[src/rtl/restoring_divider_16bit.sv]
// rtl/restoring_divider_16bit.sv - 32/16 unsigned restoring divider, one quotient bit per clock
// Optional macro DIVIDER_EXCEPTION_CHECK_EN flags divide-by-zero/overflow up front.
module restoring_divider_16bit (
    input  logic        clk,
    input  logic        rst,
    input  logic        start,
    input  logic [31:0] dividend,
    input  logic [15:0] divisor,
    output logic        busy,
    output logic        done,
    output logic [15:0] quotient,
    output logic [15:0] remainder,
    output logic        error
);

    typedef enum logic [1:0] {
        IDLE = 2'd0,
        RUN  = 2'd1,
        DONE = 2'd2
    } state_t;

    state_t      state;
    state_t      state_next;
    logic [16:0] r;
    logic [15:0] q;
    logic [15:0] d;
    logic [3:0]  cnt;

    logic [16:0] r_sh;
    logic [17:0] diff;
    logic        borrow;
    logic [16:0] r_next;
    logic [15:0] q_next;
    logic        accept;
    logic        finish;
    logic        blocked;

`ifdef DIVIDER_EXCEPTION_CHECK_EN
    logic exc_pend;
    logic exc_hit;
    logic exc_fire;

    assign exc_hit  = (divisor == 16'h0000) || (dividend[31:16] >= divisor);
    assign exc_fire = (state == IDLE) && exc_pend;
    assign blocked  = exc_pend;
`else
    assign blocked  = 1'b0;
    assign error    = 1'b0;
`endif

    // A set r[16] means the true shifted value exceeds any divisor, so never borrow.
    always_comb begin
        r_sh   = {r[15:0], q[15]};
        diff   = {1'b0, r_sh} - {2'b00, d};
        borrow = diff[17] & ~r[16];
        if (borrow) begin
            r_next = r_sh;
            q_next = {q[14:0], 1'b0};
        end else begin
            r_next = diff[16:0];
            q_next = {q[14:0], 1'b1};
        end
    end

    // DONE falls through to the IDLE accept so back-to-back runs complete every 17 cycles.
    always_comb begin
        state_next = state;
        accept     = 1'b0;
        finish     = 1'b0;
        case (state)
            IDLE: begin
                if (start && !blocked) begin
                    accept = 1'b1;
                end
`ifdef DIVIDER_EXCEPTION_CHECK_EN
                if (exc_pend) begin
                    state_next = DONE;
                end
`endif
            end
            RUN: begin
                if (cnt == 4'd15) begin
                    finish     = 1'b1;
                    state_next = DONE;
                end
            end
            DONE: begin
                state_next = IDLE;
                if (start) begin
                    accept = 1'b1;
                end
            end
            default: state_next = IDLE;
        endcase
        if (accept) begin
`ifdef DIVIDER_EXCEPTION_CHECK_EN
            state_next = exc_hit ? IDLE : RUN;
`else
            state_next = RUN;
`endif
        end
    end

    always_ff @(posedge clk or posedge rst) begin
        if (rst) begin
            state     <= IDLE;
            r         <= 17'd0;
            q         <= 16'd0;
            d         <= 16'd0;
            cnt       <= 4'd0;
            quotient  <= 16'd0;
            remainder <= 16'd0;
        end else begin
            state <= state_next;
            if (accept) begin
                r   <= {1'b0, dividend[31:16]};
                q   <= dividend[15:0];
                d   <= divisor;
                cnt <= 4'd0;
            end else if (state == RUN) begin
                r   <= r_next;
                q   <= q_next;
                cnt <= cnt + 4'd1;
            end
            if (finish) begin
                quotient  <= q_next;
                remainder <= r_next[15:0];
            end
`ifdef DIVIDER_EXCEPTION_CHECK_EN
            if (exc_fire) begin
                quotient  <= 16'hFFFF;
                remainder <= 16'h0000;
            end
`endif
        end
    end

`ifdef DIVIDER_EXCEPTION_CHECK_EN
    always_ff @(posedge clk or posedge rst) begin
        if (rst) begin
            exc_pend <= 1'b0;
            error    <= 1'b0;
        end else begin
            if (accept) begin
                exc_pend <= exc_hit;
            end else if (exc_fire) begin
                exc_pend <= 1'b0;
            end
            if (finish) begin
                error <= 1'b0;
            end else if (exc_fire) begin
                error <= 1'b1;
            end
        end
    end
`endif

    assign busy = (state == RUN);
    assign done = (state == DONE);

endmodule

[config.mk]
export PLATFORM = sky130hd
export DESIGN_NAME = restoring_divider_16bit
export DESIGN_NICKNAME = d
export VERILOG_FILES = /design/src/rtl/restoring_divider_16bit.sv
export SDC_FILE = /design/constraint.sdc
export NUM_CORES = 1
export LEC_CHECK = 0
export CORE_MARGIN = 1
export CORE_UTILIZATION = 39
export DETAILED_ROUTE_END_ITERATION = 8
export PLACE_DENSITY = 0.73
export REMOVE_ABC_BUFFERS = 1
export SETUP_SLACK_MARGIN = 0.05
export SYNTH_ARGS = -nofsm -noshare
export SYNTH_HDL_FRONTEND = slang
export SYNTH_SLANG_ARGS = --single-unit
export TNS_END_PERCENT = 5
[constraint.sdc]
create_clock -name clk -period 5.8 [get_ports clk]
set_input_delay 1.16 -clock clk [delete_from_list [all_inputs] [get_ports clk]]
set_output_delay 1.16 -clock clk [all_outputs]
set_load 0.05 [all_outputs]
==> results <==
- The startpoint of the tightest hold check path is remainder[9].
- The count of unresolved DRC violations after routing is 0.
- The number of global-route vias before repair came to 3,647.
- The net switching fraction of the power is 0.479.
- The number of pins with negative max-slew slack in the final report is 0.
- Between clock sinks in the finished design, the worst skew comes to around 11 ps.
- In this run, synthesis inferred 0 flip-flops with an integrated enable.
- The repair_antennas step left the layout with diodes totalling 0.
- For this run, the leading register cell type out of synthesis is dfrtp_1.
- The fraction of the cycle the final worst path needs is 0.631.
- The maximum vdd ir drop is approximately 0.0003 V.
- During placement, the flow inserted port buffers numbering 84.
- After synthesis the cells add up to 4330 sq um.
- The wire length per cell is between 15 and 20 microns.
- The reg-to-reg startpoint is r[7].
- In this run the critical register-to-register path is captured at remainder[1].
- In the final layout, the share of cells above drive strength 1 is 0.0500.
- For met2 alone, demand over resource in global routing was 0.324.
- The worst-case setup slack after placement is roughly 2400 ps.
- In this run the core area contains 38 standard-cell rows.
- The total number of vias is about 3,600.
- Of the synthesized area, sequential elements account for 0.503.
- The worst setup path is launched from a register.
- The first global-routing pass estimated between 15,000 and 20,000 microns of wire.
- For met3 alone, demand over resource in global routing was 0.0406.
- The number of buffers on the longest clock path is 2.
- In the routed layout, each cell is associated on average with a via count of about 5.3.
- The headroom to the max-slew limit is 0.322.
- Pin placement for this block handled 86 I/O pins.
- In this run the number of H-tree levels came out at 3.
- The effective utilization at floorplan is 0.399.
- The number of cells on the worst reg-to-reg path is 8.
- The required time of the worst setup path is between 4000 and 5000 ps.
- The count of TritonRoute iterations in the first routing pass is 4.
- The cell at the root of the clock tree is clkbuf_8.
- Of all flip-flops after synthesis, the portion carrying an async set or reset was 1.00.
- The initial antenna violation count is 0.
- The number of nets still failing antenna checks after routing is 0.
- The number of filler instances in the final layout is slightly above 1,000.
- The HPWL after detailed placement is around 7000 microns.
- Of all nets on the critical path, the largest fanout is 24.
- Across the run, the number of max-cap violations was 0.
- The detailed router finished its first iteration with roughly 160 violations.
- Leaving out fill and tap cells, the most frequent cells in the layout are nand2_1 (112), dfrtp_1 (87), clkdlybuf4s50_1 (84).
- The run finished with clean final reports.
- The buffer count from post-CTS setup fixing is 0.
- The cell count after synthesis is around 460.
- After clock tree synthesis, the flow added hold-fix buffers numbering 0.
- The top achievable clock speed is between 0.2 and 0.3 GHz.
- The area of the core region is between 10,000 and 15,000 sq um.
- Internal power comes to ~2 mW.
- The die is 107 microns tall.
- The total length of routed wires is between 10,000 and 15,000 microns.
- Counting instances, the worst hold path has a depth of 2.
- Setup repair after global routing left no endpoint under its margin.
- The combinational fraction of design power is 0.611.
- For this run, the total global-route usage over all layers was measured as 0.191.
- The kind of capture point of the worst setup path is a primary output.
- After synthesis the netlist holds a flip-flop and latch count of 87.
- A synthesized cell averages 9.37 sq um.
- The clock-pin slew reported for the worst setup and hold paths after clock tree synthesis is ~90 ps.
- The total overflow left after global routing is 0.
- The share of total power dissipated in sequential elements is 0.289.
- For this run, the post-layout net count is 605.
- The worst hold slack is roughly 500 ps.
- The number of instances resized during post-cts repair is 0.
- The pin count of the biggest net entering global routing is 58.
- Yosys printed 0 warnings.
- Synthesis instantiated between 40 and 50 different standard cells from the library.
- The minimum clock period after layout is 3660 ps.
- Leaving out fill and tap cells, the most frequent cell in the layout is nand2_1.
- Setup violations remaining at the end of the flow were counted as 0.
- The hold violation total from the final report is 0.
- From left edge to right edge, the die measures ~110 microns.
- The clock sink count is between 80 and 90.
- Across all register-to-register paths, the minimum setup slack is approximately 2400 ps.
- The reported leakage power is 2.43 nW.
- TritonCTS created 9 clock buffers.
- For this design the total switching power over the nets is 1.81 mW.
- The accumulated negative setup slack is 0 ps.
- The final critical-path setup slack is between 2000 and 2500 ps.
- The share of total power dissipated in the clock network is 0.100.
- The TritonCTS clock tree is built.
- The clock latency on the worst-skew pair is 350 ps.
- The met1 routing resource usage after global routing is 0.248.
- The congestion estimate from routability-driven global placement came to 0.907.
- The busiest layer in global routing is met2.
- The start-to-end type of the worst setup path is register to primary output.
- The tightest min-delay check is of the register to register type.
- At the pin with the least slew margin, the transition time is between 1000 and 1500 ps.
- The worst path arrival time is around 2500 ps.
- In this run the power density over the cells is slightly below 700 nW/um^2.
- The area of the die is roughly 12,000 sq um.
- For hold timing, the worst endpoint is remainder[9].
- From synthesis to final layout, the design area changed by 25.7%.
==> cell type report <==
class,instances,area [sq um],share of cell area
Clock buffer,12,145,0.0267
Clock inverter,3,20.0,0.00368
Inverter,24,91.3,0.0168
Multi-Input combinational cell,326,1960,0.360
Sequential cell,87,2180,0.400
Tap cell,140,175,0.0322
Timing Repair Buffer,88,871,0.160
==> synth_stat cells, types with 3 or more instances <==
cell      count  area [sq um]
inv_1        24          90.1
a21oi_1      16          80.1
a221o_1       3          30.0
clkbuf_1     19          71.3
buf_1         3          11.3
nand3_1       3          15.0
xor2_1        5          43.8
a21o_1        4          30.0
nand3b_1      3          22.5
o21ai_0      53           265
dfrtp_1      87          2180
nor3_1        6          30.0
ha_1         17           213
mux2i_1      11           110
nand2b_1      4          25.0
xnor2_1       9          78.8
a22oi_1      31           233
and3_1        3          18.8
nand2_1     112           420
nor2_1       10          37.5
==> kinds of logic after synthesis <==
group	share of synthesized area
flip-flops	0.503
AO/OA/AOI/OAI	0.187
AND/OR/NAND/NOR	0.148
buffers and inverters	0.0460
other	0.000867
adder cells (fa/ha/maj)	0.0538
multiplexers	0.0333
XOR/XNOR	0.0283
==> metrics by stage <==
step            util  total power, mW  area, sq um  instances
3_3_place_gp   0.487             3.31         5280        665
2_1_floorplan      -             2.76         4220        437
5_1_grt        0.502             4.09         5440        680
4_1_cts        0.502             3.79         5440        680
3_5_place_dp   0.487             3.41         5280        665
6_report       0.502             3.79         5440        680
==> layer usage <==
metal | part of all wire | wire, microns | up-vias
li1 | - | - | 1746
met1 | 0.45 | 4740 | 1752
met2 | 0.48 | 5020 | 101
met3 | 0.057 | 594 | 10
met4 | 0.0082 | 86 | 0
met5 | 0 | 0 | -
==> worst max-delay path, cell delays in order (launching register included) <==
cell and delay [ps]:
dfrtp_1 380, nand2b_1 470, inv_1 150, buf_4 290
clkdlybuf4s50_1 860
==> sequential cells by signal (all words and copies together), names as in the netlist <==
name       count
r             17
d             16
remainder     16
state          2
quotient      16
q             16
cnt            4
==> worst max path at each step <==
stage / from / end / slack [ps] / cells past startpoint
global placement: state[1] / busy / 2510 / 4
global route: state[1] / busy / 1990 / 4
floorplan: start / r[15] / 820 / 3
finish: state[1] / busy / 2140 / 4
detailed placement: r[7] / r[1] / 2440 / 8
CTS: state[1] / busy / 2100 / 4
==> power by group through the flow <==
stage	clock network (mW)	logic (mW)	registers [mW]
after floorplan	0	1.40	1.36
after global placement	0	2.23	1.09
after detailed placement	0	2.31	1.10
after CTS	0.384	2.31	1.09
after global routing	0.409	2.55	1.13
final	0.377	2.32	1.09
Note: power is estimated with default switching activity, not from simulation.
